[src/rtl/wr_tx_frame_arbiter.sv]
// Shares the 16-bit TX symbol path between a PTP and a bulk data source.
// Frames packets with SOF/EOF delimiters, inserts an idle gap and aborts underrun frames with ERR.
module wr_tx_frame_arbiter #(
    parameter int IFG_WORDS = 6,
    parameter bit PTP_PRIO  = 1'b1
) (
    input  logic        clk_125m,
    input  logic        rst_n,
    input  logic        tx_enable,
    input  logic [15:0] ptp_data,
    input  logic        ptp_eof,
    input  logic        ptp_valid,
    output logic        ptp_ready,
    input  logic [15:0] dat_data,
    input  logic        dat_eof,
    input  logic        dat_valid,
    output logic        dat_ready,
    output logic [15:0] tx_data,
    output logic        tx_k,
    output logic [1:0]  grant,
    output logic        underrun,
    output logic [15:0] frame_cnt,
    output logic [2:0]  state_dbg
);

    // Handshake: a source word is transferred on a rising edge where valid and ready are both 1.
    // ready is registered and only depends on arbiter state, never on valid.

    localparam logic [15:0] SYM_IDLE = 16'hBC50;
    localparam logic [15:0] SYM_SOF  = 16'hFB55;
    localparam logic [15:0] SYM_EOF  = 16'hFD50;
    localparam logic [15:0] SYM_ERR  = 16'hFE50;

    localparam logic [2:0] ST_GAP  = 3'd0;
    localparam logic [2:0] ST_IDLE = 3'd1;
    localparam logic [2:0] ST_SOF  = 3'd2;
    localparam logic [2:0] ST_DATA = 3'd3;
    localparam logic [2:0] ST_EOF  = 3'd4;

    localparam int            CW       = $clog2(IFG_WORDS + 1);
    localparam logic [CW-1:0] GAP_LOAD = CW'(IFG_WORDS);
    localparam logic [CW-1:0] GAP_LAST = CW'(1);

    logic [2:0]    state;
    logic [CW-1:0] gap_cnt;
    logic          rr_ptr;     // 0: PTP wins a tie, 1: data wins a tie
    logic          win_ptp;
    logic          sel_valid;
    logic          sel_eof;
    logic [15:0]   sel_data;

    assign state_dbg = state;

    always_comb begin
        win_ptp = ptp_valid;
        if (!PTP_PRIO && ptp_valid && dat_valid) begin
            win_ptp = (rr_ptr == 1'b0);
        end
    end

    always_comb begin
        sel_valid = dat_valid;
        sel_eof   = dat_eof;
        sel_data  = dat_data;
        if (grant[0]) begin
            sel_valid = ptp_valid;
            sel_eof   = ptp_eof;
            sel_data  = ptp_data;
        end
    end

    always_ff @(posedge clk_125m or negedge rst_n) begin
        if (!rst_n) begin
            state     <= ST_GAP;
            gap_cnt   <= GAP_LOAD;
            tx_data   <= SYM_IDLE;
            tx_k      <= 1'b1;
            ptp_ready <= 1'b0;
            dat_ready <= 1'b0;
            grant     <= 2'b00;
            underrun  <= 1'b0;
            frame_cnt <= 16'd0;
            rr_ptr    <= 1'b0;
        end else begin
            underrun <= 1'b0;
            case (state)
                ST_GAP: begin
                    tx_data <= SYM_IDLE;
                    tx_k    <= 1'b1;
                    if (gap_cnt <= GAP_LAST) begin
                        state <= ST_IDLE;
                    end else begin
                        gap_cnt <= gap_cnt - GAP_LAST;
                    end
                end
                ST_IDLE: begin
                    tx_data <= SYM_IDLE;
                    tx_k    <= 1'b1;
                    if (tx_enable && (ptp_valid || dat_valid)) begin
                        // Ready rises together with SOF so the first word follows SOF with no bubble.
                        state     <= ST_SOF;
                        tx_data   <= SYM_SOF;
                        grant     <= {~win_ptp, win_ptp};
                        ptp_ready <= win_ptp;
                        dat_ready <= ~win_ptp;
                        rr_ptr    <= win_ptp;
                    end
                end
                ST_SOF, ST_DATA: begin
                    if (sel_valid) begin
                        tx_data <= sel_data;
                        tx_k    <= 1'b0;
                        state   <= ST_DATA;
                        if (sel_eof) begin
                            state     <= ST_EOF;
                            ptp_ready <= 1'b0;
                            dat_ready <= 1'b0;
                        end
                    end else begin
                        tx_data   <= SYM_ERR;
                        tx_k      <= 1'b1;
                        underrun  <= 1'b1;
                        ptp_ready <= 1'b0;
                        dat_ready <= 1'b0;
                        grant     <= 2'b00;
                        state     <= ST_GAP;
                        gap_cnt   <= GAP_LOAD;
                    end
                end
                ST_EOF: begin
                    tx_data   <= SYM_EOF;
                    tx_k      <= 1'b1;
                    frame_cnt <= frame_cnt + 16'd1;
                    grant     <= 2'b00;
                    state     <= ST_GAP;
                    gap_cnt   <= GAP_LOAD;
                end
                default: begin
                    tx_data   <= SYM_IDLE;
                    tx_k      <= 1'b1;
                    ptp_ready <= 1'b0;
                    dat_ready <= 1'b0;
                    grant     <= 2'b00;
                    state     <= ST_GAP;
                    gap_cnt   <= GAP_LOAD;
                end
            endcase
        end
    end

endmodule

[config.mk]
export PLATFORM = sky130hd
export DESIGN_NAME = wr_tx_frame_arbiter
export DESIGN_NICKNAME = d
export VERILOG_FILES = /design/src/rtl/wr_tx_frame_arbiter.sv
export SDC_FILE = /design/constraint.sdc
export NUM_CORES = 1
export LEC_CHECK = 0
export BUFFER_PORTS_ARGS = -buffer_cell sky130_fd_sc_hd__buf_2
export CAP_MARGIN = 5
export CORE_ASPECT_RATIO = 1.1
export CORE_UTILIZATION = 30
export DETAILED_ROUTE_END_ITERATION = 10
export PLACE_DENSITY = 0.65
export SYNTH_ARGS = -nofsm -noshare
export SYNTH_HDL_FRONTEND = slang
export SYNTH_SLANG_ARGS = --single-unit
[constraint.sdc]
create_clock -name clk_125m -period 2 [get_ports clk_125m]
set_clock_uncertainty 0.2 [all_clocks]
set_input_delay 0.3 -clock clk_125m [delete_from_list [all_inputs] [get_ports clk_125m]]
set_output_delay 0.3 -clock clk_125m [all_outputs]
set_load 0.05 [all_outputs]
# Yosys cells after proc, flatten, opt, wreduce, memory -nomap -nowiden
# Index checks and enable logic that the tools add are counted.
classes:
  addsub: 2
  order_cmp: 1
  eq_ne: 9
  muxes: 26
  bitwise: 4
  n_reduce_logical: 9
ops:
  columns: ["op", "count"]
  rows:
  - ["16-bit case mux with 3 select lines", 1]
  - ["16-bit 2-to-1 mux", 2]
  - ["3-bit 2-to-1 mux", 6]
  - ["3-bit case mux with 3 select lines", 2]
  - ["16-bit by 1-bit adder with 16-bit output (second input constant)", 1]
  - ["15-bit 2-to-1 mux", 1]
  - ["1-bit 2-to-1 mux", 9]
  - ["3-bit AND reduction", 3]
  - ["2-bit != test (second input constant)", 4]
  - ["3-bit by 2-bit equality test with 1-bit output (second input constant)", 2]
  - ["1-bit case mux with 3 select lines", 2]
  - ["2-bit case mux with 3 select lines", 1]
  - ["2-bit 2-to-1 mux", 2]
  - ["1-bit NOT", 4]
  - ["2-bit OR reduction", 2]
  - ["3-bit by 1-bit equality test with 1-bit output (second input constant)", 1]
  - ["3-bit equality test (second input constant)", 1]
  - ["3-bit by 1-bit <= comparator with 1-bit output (second input constant)", 1]
  - ["3-bit zero test", 1]
  - ["3-bit != test (second input constant)", 1]
  - ["3-bit by 1-bit subtractor with 3-bit output (second input constant)", 1]
  - ["2-bit AND reduction", 1]
  - ["1-bit logical AND", 1]
  - ["1-bit logical OR", 1]
totals:
  ff_bits: 44
  word_cells: 60

# Logic depth before layout (Yosys ltp)
# Gate-level depths: netlist of the first run.
logic_depth:
  ltp_word: 4
  depth_mapped: 6
  ltp_nobuf: 6

# Worst setup path after synthesis of the first run
# OpenSTA, ideal clock, no wires.
synth_path:
  path_kind: "reg2reg"
  from: "register grant[0]"
  to: "register dat_ready"
  arrival_time_ns: 1.771
  required_time_ns: 1.672
  setup_slack_ns: -0.099
  stages_incl_launch_ff: 5
  path_cell_list: "dfrtp_1 > mux2i_4 > nor2_2 > a221o_1 > mux2_1"
synth_via:
  elab_chain_cells: 3
  elab_cells_between_ends: 6
  cone_classes: "eq/ne (1); mux (4); reduce/logical (1)"
synth_lines:
  columns: ["item", "line_no", "source"]
  rows:
  - ["from (decl)", "20", "output logic [1:0] grant,"]
  - ["from (signal assigned)", "103", "grant <= {~win_ptp, win_ptp};"]
  - ["1-bit 2-to-1 mux", "65", "if (grant[0]) begin"]
  - ["3-bit != test (no line) or 1-bit 2-to-1 mux (tied branches)", null, null]
  - ["3-bit AND reduction (no line) or 1-bit case mux with 3 select lines (tied branches)", null, null]
  - ["to (signal assigned)", "105", "dat_ready <= ~win_ptp;"]
  - ["to (decl)", "17", "output logic dat_ready,"]
# Parallel ways exist; a longest one is shown, timed or not.
# A chain may end at the register's enable or synchronous reset.

# Final worst setup path of the first run
layout_path:
  from: "register state[0], in the netlist state_dbg[0]"
  to: "register dat_ready"
layout_via:
  elab_chain_cells: 4
  elab_cells_between_ends: 12
  cone_classes: "eq/ne (6); mux (1); bitwise (1); reduce/logical (4)"
layout_lines:
  columns: ["item", "line_no", "source"]
  rows:
  - ["from (decl)", "44", "logic [2:0] state;"]
  - ["from (signal assigned)", "74", "state <= ST_GAP;"]
  - ["from (signal assigned)", "91", "state <= ST_IDLE;"]
  - ["from (signal assigned)", "101", "state <= ST_SOF;"]
  - ["3-bit by 2-bit equality test with 1-bit output, or another cell as far along", "86", "case (state)"]
  - ["2-bit OR reduction (on tied branches)", null, null]
  - ["3-bit != test (no line) or 1-bit NOT (tied branches)", null, null]
  - ["3-bit AND reduction (no line)", null, null]
# Parallel ways exist; a longest one is shown, timed or not.

==> out/metrics.cfg, run 1 <==
[outcome]
status=complete, no violations

[clock_network]
clock-sinks=44
path_clk_slew_ns=0.08
root_buffer=clkbuf_8
tritoncts=done
cts_resized=0
cts_buffers=5
h-tree-depth=2
cts.path.max_buffers=2
clkLatencyLatePin_ns=0.29

[sta]
fmax_mhz=549
min_period_over_period_pct=91.1
drv_slew=0
rsz0062_at_grt=no
hold_viol=0
tns_ns=0
post-route-min-period_ns=1.82
worstMarginPinSlew_ns=0.570
max_slew_margin_pct=62.0
setup_viol=0
holdWs_ns=0.0216

[die]
io_pins=80
die_w_um=81.1
fp-row-count=31
dieArea_um2=7220
core_um2=6630
start_util_pct=31.1
dieHeight_um=89.0

[worst_setup_path]
cpPeakStageDelay_ns=0.48
critPathRequiredTime_ns=1.98
startpoint_type=register
crit_slowest_cell=dfrtp_2
cp_cell_sequence=nor2b_4 > nor2b_4 > a221o_1 > mux2_1
crit_type=register to register
endpoint_kind=register
crit_path_frequent_cell=nor2b_4
crit_arrival_ns=1.80
cp_max_fo=8

[logic_synthesis]
synthTopCellsByArea=dfrtp_1 41%, dfstp_2 13%, mux2i_1 7.3%
synth_async_sr_flop_share_pct=100
syn_avg_cell_area_um2=11.5
synth_edf_count=0
synth.largest_area_cell=dfrtp_1
synthAdderAreaFrac_pct=1.82
syn-num-nets=222
synthesis.area_um2=2060
synth_xor_area_share_pct=6.36
yosysSeqAreaShare_pct=53.9
synth_warnings=0
synth_compound_area_share_pct=8.67
synth_top_family_by_area=simple AND/OR/NAND/NOR gates
synth_ff_type=dfrtp_1
synth_simple_gate_area_share_pct=17.6
muxShareOfSynthArea_pct=9.45
synth_top_area_share_pct=41.2
synth_seq_cells=44
synthCells=180
ys_types=44

[grt]
grt_pass1_vias=1570
grt_max_degree=45
grt_usage_pct=13.7
grt_overflow_total=0
grt_pass1_wl_mm=7.49
antenna_found_initial=0

[drt]
ant_nets=0
post_drt_wl_per_cell_um=13.2
num_vias=1670
maxUsedRoutingLayer=met4
wl_met3_um=351
vias_per_cell=4.72
drc_errors=0
wl_met1_mm=2.06
drt-total-wl_mm=4.67
first_pass_iters=4
wl_met2_mm=2.23
drt_iter0_drc=47

[min_path]
worstHoldPathType=input port to register

[finish]
area.sequential_um2=1120
multi_input_area_um2=906
layout_common_cells=79 x buf_2, 31 x dfrtp_1, 18 x nand2_1
n_antenna_cell=0
final_common_cell=buf_2
fin_nets=313
nFillCells=642
drive_above_1_share_pct=43.8
area_growth_syn_to_layout_pct=32.7

[placement]
finalWeightedCongestion=0.793
port_buffers=79
place.detailed.hpwl_mm=3.51

[power_and_ir_drop]
p_clk_share_pct=22.0
ir_drop_v=0.000561
combPwrFrac_pct=40.0
p_int_mw=1.92
p_switching_mw=1.32
power_density_nw_per_um2=1180
power_leakage_nw=1.36
seqPwrFrac_pct=38.0
sw_frac_of_total_pct=40.7

[run]
cap_violations=0

cells in the mapped netlist, types with 2 or more instances:
cell type,n
mux2i_1,15
dfstp_2,10
o21ai_0,11
a21oi_1,4
and2_1,3
xnor2_1,9
and3_1,3
nor2b_1,3
and4_1,3
nand3_1,6
o31ai_1,2
xor2_1,6
a211oi_1,4
dfrtp_1,34
buf_2,3
nor2b_4,2
nor2_1,12
nand2_1,18
ha_1,3
nand2b_1,2
inv_1,4
logic make-up (layout without fill, tap and decap cells):
| logic type | Yosys count | count (layout) |
|---|---|---|
| and+or+nand+nor | 62 | 62 |
| DFF | 44 | 44 |
| AOI/OAI and AO/OA | 28 | 28 |
| muxes | 18 | 18 |
| xor gates and xnor gates | 15 | 15 |
| buffers and inverters | 10 | 102 |
| adders and majority gates | 3 | 3 |
critical path: cells and delay by family, from the launching register on:
kind            cells  cell delay, ns
mux                 1            0.32
flops               1            0.48
compound gates      1            0.40
simple gates        2            0.32
final timing paths:
kind | from | end | slack (ns) | depth (start not counted)
worst max-delay path | state_dbg[0] | dat_ready | 0.18 | 4
worst min-delay path | dat_data[6] | tx_data[6] | 0.02 | 3
worst max register to register | state_dbg[0] | dat_ready | 0.18 | 4
worst min register to register | frame_cnt[15] | frame_cnt[15] | 0.27 | 1
max in group asynchronous | rst_n | grant[0] | 0.76 | 3
min in group asynchronous | rst_n | frame_cnt[5] | 0.40 | 3
registers in the layout, indices dropped and copies added, names as in the netlist:
signal / count
tx_data: 16
state_dbg: 3
grant: 2
ptp_ready: 1
frame_cnt: 16
underrun: 1
gap_cnt: 3
tx_k: 1
dat_ready: 1
stage by stage:
step / setup slack (ns) / total power [mW] / util (%) / cells / cell area, µm²
after detailed placement: 0.201 / 2.55 / 39.3 / 345 / 2610
after global routing: 0.0628 / 3.45 / 41.3 / 354 / 2740
after global placement: 0.234 / 2.53 / 39.3 / 345 / 2610
after floorplan: 0.0636 / 2.19 / - / 180 / 2070
final: 0.178 / 3.24 / 41.3 / 354 / 2740
after CTS: 0.180 / 3.28 / 41.3 / 354 / 2740
area by class of cell:
type / count / share of cell area, %
clock inverter: 2 / 1.42
tap: 82 / 3.75
timing repair buffer: 89 / 17.3
inverter: 5 / 0.685
sequential: 44 / 40.8
clock buffer: 6 / 3.02
multi-input combinational: 126 / 33.1
timing repair:
item,CTS,global route
hold buffers,1,0
buffers inserted,0,0
hold endpoints to repair,34,0
setup endpoints to repair,0,0
power by group through the flow:
stage	Combinational [mW]	Sequential (mW)	Clock (mW)
after floorplan	0.509	1.68	0
after global placement	1.28	1.24	0
after detailed placement	1.30	1.24	0
after CTS	1.31	1.23	0.740
after global routing	1.41	1.26	0.779
final	1.30	1.23	0.713
layer usage:
| layer | vias up | track usage [%] |
|---|---|---|
| met2 | 69 | 24.0 |
| met1 | 785 | 16.1 |
| li1 | 812 | - |
| met5 | - | 0 |
| met4 | 0 | 3.90 |
| met3 | 4 | 4.08 |
No activity file was read; power rests on OpenSTA's default activity.
==> inputs of run 2 (changes only) <==
Settings changed: ABC_AREA set to 1, BUFFER_PORTS_ARGS -buffer_cell sky130_fd_sc_hd__buf_2 to not set, CORE_ASPECT_RATIO 1.1 to not set, DONT_BUFFER_PORTS set to 1, PLACE_DENSITY 0.65 to 0.55.
==> out/metrics.cfg, run 2 <==
[outcome]
status=complete, no violations

[finish]
largestRegisters=frame_cnt (16), tx_data (16)
n_antenna_cell=0  ; unchanged
area_growth_syn_to_layout_pct=31.6
final_common_cell=nand2_1
drive_above_1_share_pct=22.9  ; -21 points
fin_util_pct=40.7  ; -0.59 points
fin_nets=347  ; +11%
nFillCells=716  ; +12%
layout_common_cells=78 x nand2_1, 33 x dfrtp_1, 28 x dlygate4sd3_1

[clock_network]
h-tree-depth=2  ; unchanged
root_buffer=clkbuf_8
tritoncts=done
cts.path.max_buffers=2  ; unchanged
cts_buffers=5  ; unchanged
clkLatencyLatePin_ns=0.30  ; about the same
clock-sinks=44  ; unchanged
path_clk_slew_ns=0.09  ; about the same

[placement]
finalWeightedCongestion=0.876  ; +10%
place.detailed.hpwl_mm=3.92  ; +12%
port_buffers=0  ; -100%
dpl_worst_slack_ns=0.344  ; +0.144 ns

[worst_setup_path]
cp_max_fo=18  ; +10
cpPeakStageDelay_ns=0.56  ; +0.08 ns
endpoint_kind=register
startpoint_type=register
crit_slowest_cell=dlygate4sd3_1
cp_cell_sequence=inv_1 > nor2_4 > nand2_8 > a21oi_1 > dlygate4sd3_1
critPathRequiredTime_ns=2.05  ; +0.07 ns
crit_type=register to register
crit_arrival_ns=1.89  ; +0.09 ns

[logic_synthesis]
yosysSeqAreaShare_pct=49.9  ; -4.1 points
ys_types=34  ; -23%
synth_async_sr_flop_share_pct=100  ; unchanged
synth_commonest_cells=78 x nand2_1, 34 x dfrtp_1, 21 x inv_1
synthCells=251  ; +39%
yosysMostFrequentCell=nand2_1
synth_top_area_share_pct=38.1  ; -3.1 points
syn_avg_cell_area_um2=8.89  ; -22%
synth_seq_cells=44  ; unchanged
synthTopCellsByArea=dfrtp_1 38%, nand2_1 13%, dfstp_2 12%
syn-num-nets=293  ; +32%
synth.largest_area_cell=dfrtp_1
synth_ff_type=dfrtp_1
synth_edf_count=0  ; unchanged
synth_warnings=0  ; unchanged
synthesis.area_um2=2230  ; +8.1%

[power_and_ir_drop]
power_leakage_nw=1.48  ; +9.2%
ir_drop_v=0.000704  ; +26%
power_density_nw_per_um2=1240  ; +5.1%

[die]
io_pins=80  ; unchanged
dieHeight_um=88.3  ; -0.84%
fp-row-count=31  ; unchanged
start_util_pct=30.9  ; -0.19 points
die_w_um=88.3  ; +8.8%
dieArea_um2=7790  ; +7.9%
core_um2=7210  ; +8.8%

[run]
cap_violations=0  ; unchanged

[sta]
tns_ns=0  ; unchanged
rsz0062_at_grt=no
post-route-min-period_ns=1.84  ; +0.0197 ns
setup_viol=0  ; unchanged
holdWs_ns=0.0171  ; -0.00444 ns
min_period_over_period_pct=92.1  ; +0.99 points
max_slew_margin_pct=66.7  ; +4.7 points
fmax_mhz=543  ; -1.1%
hold_viol=0  ; unchanged
drv_slew=0  ; unchanged
worstMarginPinSlew_ns=0.499  ; -0.0709 ns
fin_ws_ns=0.159  ; -0.0197 ns

[grt]
grt_max_degree=45  ; unchanged
grt_usage_pct=15.3  ; +1.6 points
grt_pass1_vias=1810  ; +15%
grt_pass1_wl_mm=8.85  ; +18%
antenna_found_initial=0  ; unchanged
grt_overflow_total=0  ; unchanged

[drt]
drt-total-wl_mm=5.53  ; +18%
first_pass_iters=4  ; unchanged
drc_errors=0  ; unchanged
vias_per_cell=4.49  ; -4.9%
post_drt_wl_per_cell_um=13.7  ; +3.6%
ant_nets=0  ; unchanged
num_vias=1817  ; +8.8%
drt_iter0_drc=43  ; -8.5%

[min_path]
worstHoldPathType=input port to register

## run 2: repair_timing
action	4_1_cts	5_1_grt
buffers inserted	0	1
endpoints found under the hold margin	58	0
setup endpoints to repair	0	3
gates resized for setup	0	2
hold buffers	29	0
## run 2: logic make-up after synthesis
kind of cell	synth area share, %
simple gates	32.3
flops	49.9
fa+ha+maj	1.68
mux	0.897
buf+inv	6.11
xor+xnor	4.26
compound gates	4.82
## run 2: per-layer routing
layer | part of all wire, % | wire (µm) | track usage, %
met1 | 42 | 2300 | 17.3
met4 | 1.0 | 58 | 3.96
met3 | 7.9 | 436 | 6.34
met2 | 49 | 2730 | 26.5
met5 | 0 | 0 | 0
## run 2: power by group
part | switching (mW) | internal [mW] | total, mW | leakage, nW
registers | 0.523 | 1.11 | 1.63 | 0.565
logic | 0.826 | 0.473 | 1.30 | 0.865
clock network | 0.341 | 0.377 | 0.718 | 0.0548
## run 2: path summary, 6_finish.rpt
| check | start | to | slack [ns] | cells past startpoint |
|---|---|---|---|---|
| hold reg to reg | gap_cnt[1] | gap_cnt[1] | 0.27 | 2 |
| min in group asynchronous | rst_n | tx_data[8] | 0.34 | 2 |
| hold / removal | ptp_valid | dat_ready | 0.02 | 3 |
| max in group asynchronous | rst_n | tx_data[13] | 1.00 | 2 |
| setup / recovery | state_dbg[1] | tx_data[3] | 0.16 | 5 |
| setup reg to reg | state_dbg[1] | tx_data[3] | 0.16 | 5 |
## run 2: cell type report
cell class | instances | area, µm² | area share (%)
multi-input cells | 176 | 991 | 33.7
repair buffers | 51 | 485 | 16.5
clock inverters | 3 | 46.3 | 1.58
inverters | 27 | 106 | 3.62
well taps | 99 | 124 | 4.22
clock buffers | 5 | 68.8 | 2.34
flip-flops and latches | 44 | 1110 | 38.0
## run 2: per-stage QoR
step	power (mW)	cell area, µm²	cells
6_report	3.65	2940	405
5_1_grt	3.88	2940	405
4_1_cts	3.63	2910	404
3_5_place_dp	2.82	2480	367
3_3_place_gp	2.79	2480	367
2_1_floorplan	2.53	2230	251
## run 2: worst max-delay path, delay by kind of cell (launching register included)
family,cells,cell delay [ns]
and+or+nand+nor,2,0.34
buffers and inverters,2,0.68
AOI/OAI and AO/OA,1,0.15
DFF,1,0.42
==> inputs of run 3 (changes only) <==
Settings changed: GPL_TIMING_DRIVEN set to 1, MAX_ROUTING_LAYER set to met4, PLACE_DENSITY 0.55 to not set.
==> out/metrics.cfg, run 3 (synthesized netlist as in run 2, its figures left out) <==
[sta]
fmax_mhz=529  ; -2.6%
max_slew_margin_pct=66.6  ; -0.093 points
tns_ns=0  ; unchanged
setup_viol=0  ; unchanged
min_period_over_period_pct=94.5  ; +2.5 points
worstMarginPinSlew_ns=0.495  ; -0.00417 ns
hold_viol=0  ; unchanged
rsz0062_at_grt=no
post-route-min-period_ns=1.89  ; +0.0490 ns
drv_slew=0  ; unchanged

[grt]
grt_usage_pct=15.5  ; +0.28 points
grt_pass1_wl_mm=8.89  ; +0.47%
grt_pass1_vias=1843  ; +1.8%
antenna_found_initial=2  ; +2
grt_max_degree=45  ; unchanged
grt_overflow_total=0  ; unchanged

[finish]
multi_input_area_um2=996  ; +0.51%
final_common_cell=nand2_1
area.sequential_um2=1110  ; unchanged
fin_nets=344  ; -0.86%
area_growth_syn_to_layout_pct=29.8
nFillCells=736  ; +2.8%
drive_above_1_share_pct=22.8  ; -0.10 points
layout_common_cells=78 x nand2_1, 33 x dfrtp_1, 25 x dlygate4sd3_1
largestRegisters=frame_cnt (16), tx_data (16)

[run]
cap_violations=0  ; unchanged

[drt]
num_vias=1829  ; +0.66%
drc_errors=0  ; unchanged
ant_nets=0  ; unchanged
post_drt_wl_per_cell_um=13.9  ; +2.0%
drt-total-wl_mm=5.63  ; +1.8%
vias_per_cell=4.53  ; +0.91%
first_pass_iters=4  ; unchanged
drt_iter0_drc=52  ; +21%

[clock_network]
clock-sinks=44  ; unchanged
root_buffer=clkbuf_8
path_clk_slew_ns=0.09  ; about the same
clkLatencyLatePin_ns=0.29  ; about the same
tritoncts=done
cts.path.max_buffers=2  ; unchanged
h-tree-depth=2  ; unchanged
cts_buffers=5  ; unchanged

[die]
die_w_um=88.3  ; unchanged
dieArea_um2=7790  ; unchanged
core_um2=7210  ; unchanged
dieHeight_um=88.3  ; unchanged
io_pins=80  ; unchanged
start_util_pct=30.9  ; unchanged
fp-row-count=31  ; unchanged

[min_path]
hp-start=dat_data[0]
hold_depth=2  ; -1
worstHoldPathType=input port to register
holdPathEnd=tx_data[0]

[worst_setup_path]
critPathRequiredTime_ns=2.03  ; -0.02 ns
r2r_setup_slack_ns=0.11  ; -0.05 ns
r2r_start=state_dbg[1]
startpoint_type=register
crit_slowest_cell=dlygate4sd3_1
crit_arrival_ns=1.92  ; +0.03 ns
r2r-end=tx_data[3]
cp_cell_sequence=inv_1 > nor2_4 > nand2_8 > a21oi_1 > dlygate4sd3_1
cpPeakStageDelay_ns=0.56  ; about the same
endpoint_kind=register
rr_worst_depth=5  ; unchanged
cp_max_fo=18  ; unchanged
crit_type=register to register

[placement]
port_buffers=0  ; unchanged
place.detailed.hpwl_mm=3.97  ; +1.4%
finalWeightedCongestion=0.846  ; -3.4%

[power_and_ir_drop]
p_total_mw=3.57  ; -2.2%
power_density_nw_per_um2=1230  ; -0.82%
combPwrFrac_pct=35.4  ; -0.2 points
p_switching_mw=1.65  ; -2.4%
p_int_mw=1.92  ; -2.0%
sw_frac_of_total_pct=46.2  ; -0.11 points
p_clk_share_pct=18.8  ; -0.9 points
power_leakage_nw=1.47  ; -0.93%
seqPwrFrac_pct=45.8  ; +1.1 points
ir_drop_v=0.000432  ; -39%

[outcome]
status=complete, no violations

## run 3: repair_timing
item	4_1_cts	5_1_grt
resized for setup	0	3
hold buffers	26	0
endpoints found under the hold margin	57	0
endpoints found under the setup margin	0	3
setup buffers	0	2
## run 3: area by class of cell
type	instances	area share [%]
sequential	44	38.5
multi-input combinational	176	34.4
timing repair buffer	48	15.3
tap	99	4.28
inverter	27	3.67
clock buffer	6	2.51
clock inverter	2	1.21
antenna	2	0.173
## run 3: through the flow
stage / area (µm²) / cells / util [%] / hold WS [ns] / setup slack (ns)
2_1_floorplan: 2230 / 251 / - / -0.196 / 0.159
3_3_place_gp: 2480 / 366 / 34.3 / -0.195 / 0.366
3_5_place_dp: 2480 / 366 / 34.3 / -0.195 / 0.290
4_1_cts: 2860 / 400 / 39.7 / 0.00942 / 0.0533
5_1_grt: 2900 / 404 / 40.1 / 0.0194 / 0.0284
6_report: 2900 / 404 / 40.1 / 0.0193 / 0.110
## run 3: power groups by stage
| stage | registers, mW | logic, mW | clock network, mW |
|---|---|---|---|
| after floorplan | 1.77 | 0.755 | 0 |
| after global placement | 1.66 | 1.12 | 0 |
| after detailed placement | 1.66 | 1.15 | 0 |
| after CTS | 1.64 | 1.22 | 0.701 |
| after global routing | 1.67 | 1.43 | 0.738 |
| final | 1.63 | 1.26 | 0.671 |
## run 3: routing by layer
| layer | wire length (µm) | up-vias | track usage, % | share of wire (%) |
|---|---|---|---|---|
| met2 | 2900 | 58 | 26.4 | 52 |
| met5 | 0 | - | - | 0 |
| met3 | 371 | 7 | 4.38 | 6.6 |
| li1 | - | 896 | - | - |
| met4 | 51 | 0 | 4.40 | 0.91 |
| met1 | 2300 | 868 | 17.9 | 41 |
## run 3: how the worst max path moves through the flow
stage | start | endpoint | slack (ns) | cells after the start
4_1_cts | grant[0] | tx_data[1] | 0.05 | 6
6_report | state_dbg[1] | tx_data[3] | 0.11 | 5
5_1_grt | grant[0] | tx_data[3] | 0.03 | 6
3_5_place_dp | grant[0] | dat_ready | 0.29 | 9
3_3_place_gp | grant[0] | ptp_ready | 0.37 | 9
2_1_floorplan | frame_cnt[0] | frame_cnt[8] | 0.16 | 5
## run 3: critical path: cells and delay by family (launching register included)
family                 cells  cell delay, ns
DFF                        1            0.43
buffers and inverters      2            0.69
AOI/OAI and AO/OA          1            0.15
and+or+nand+nor            2            0.36
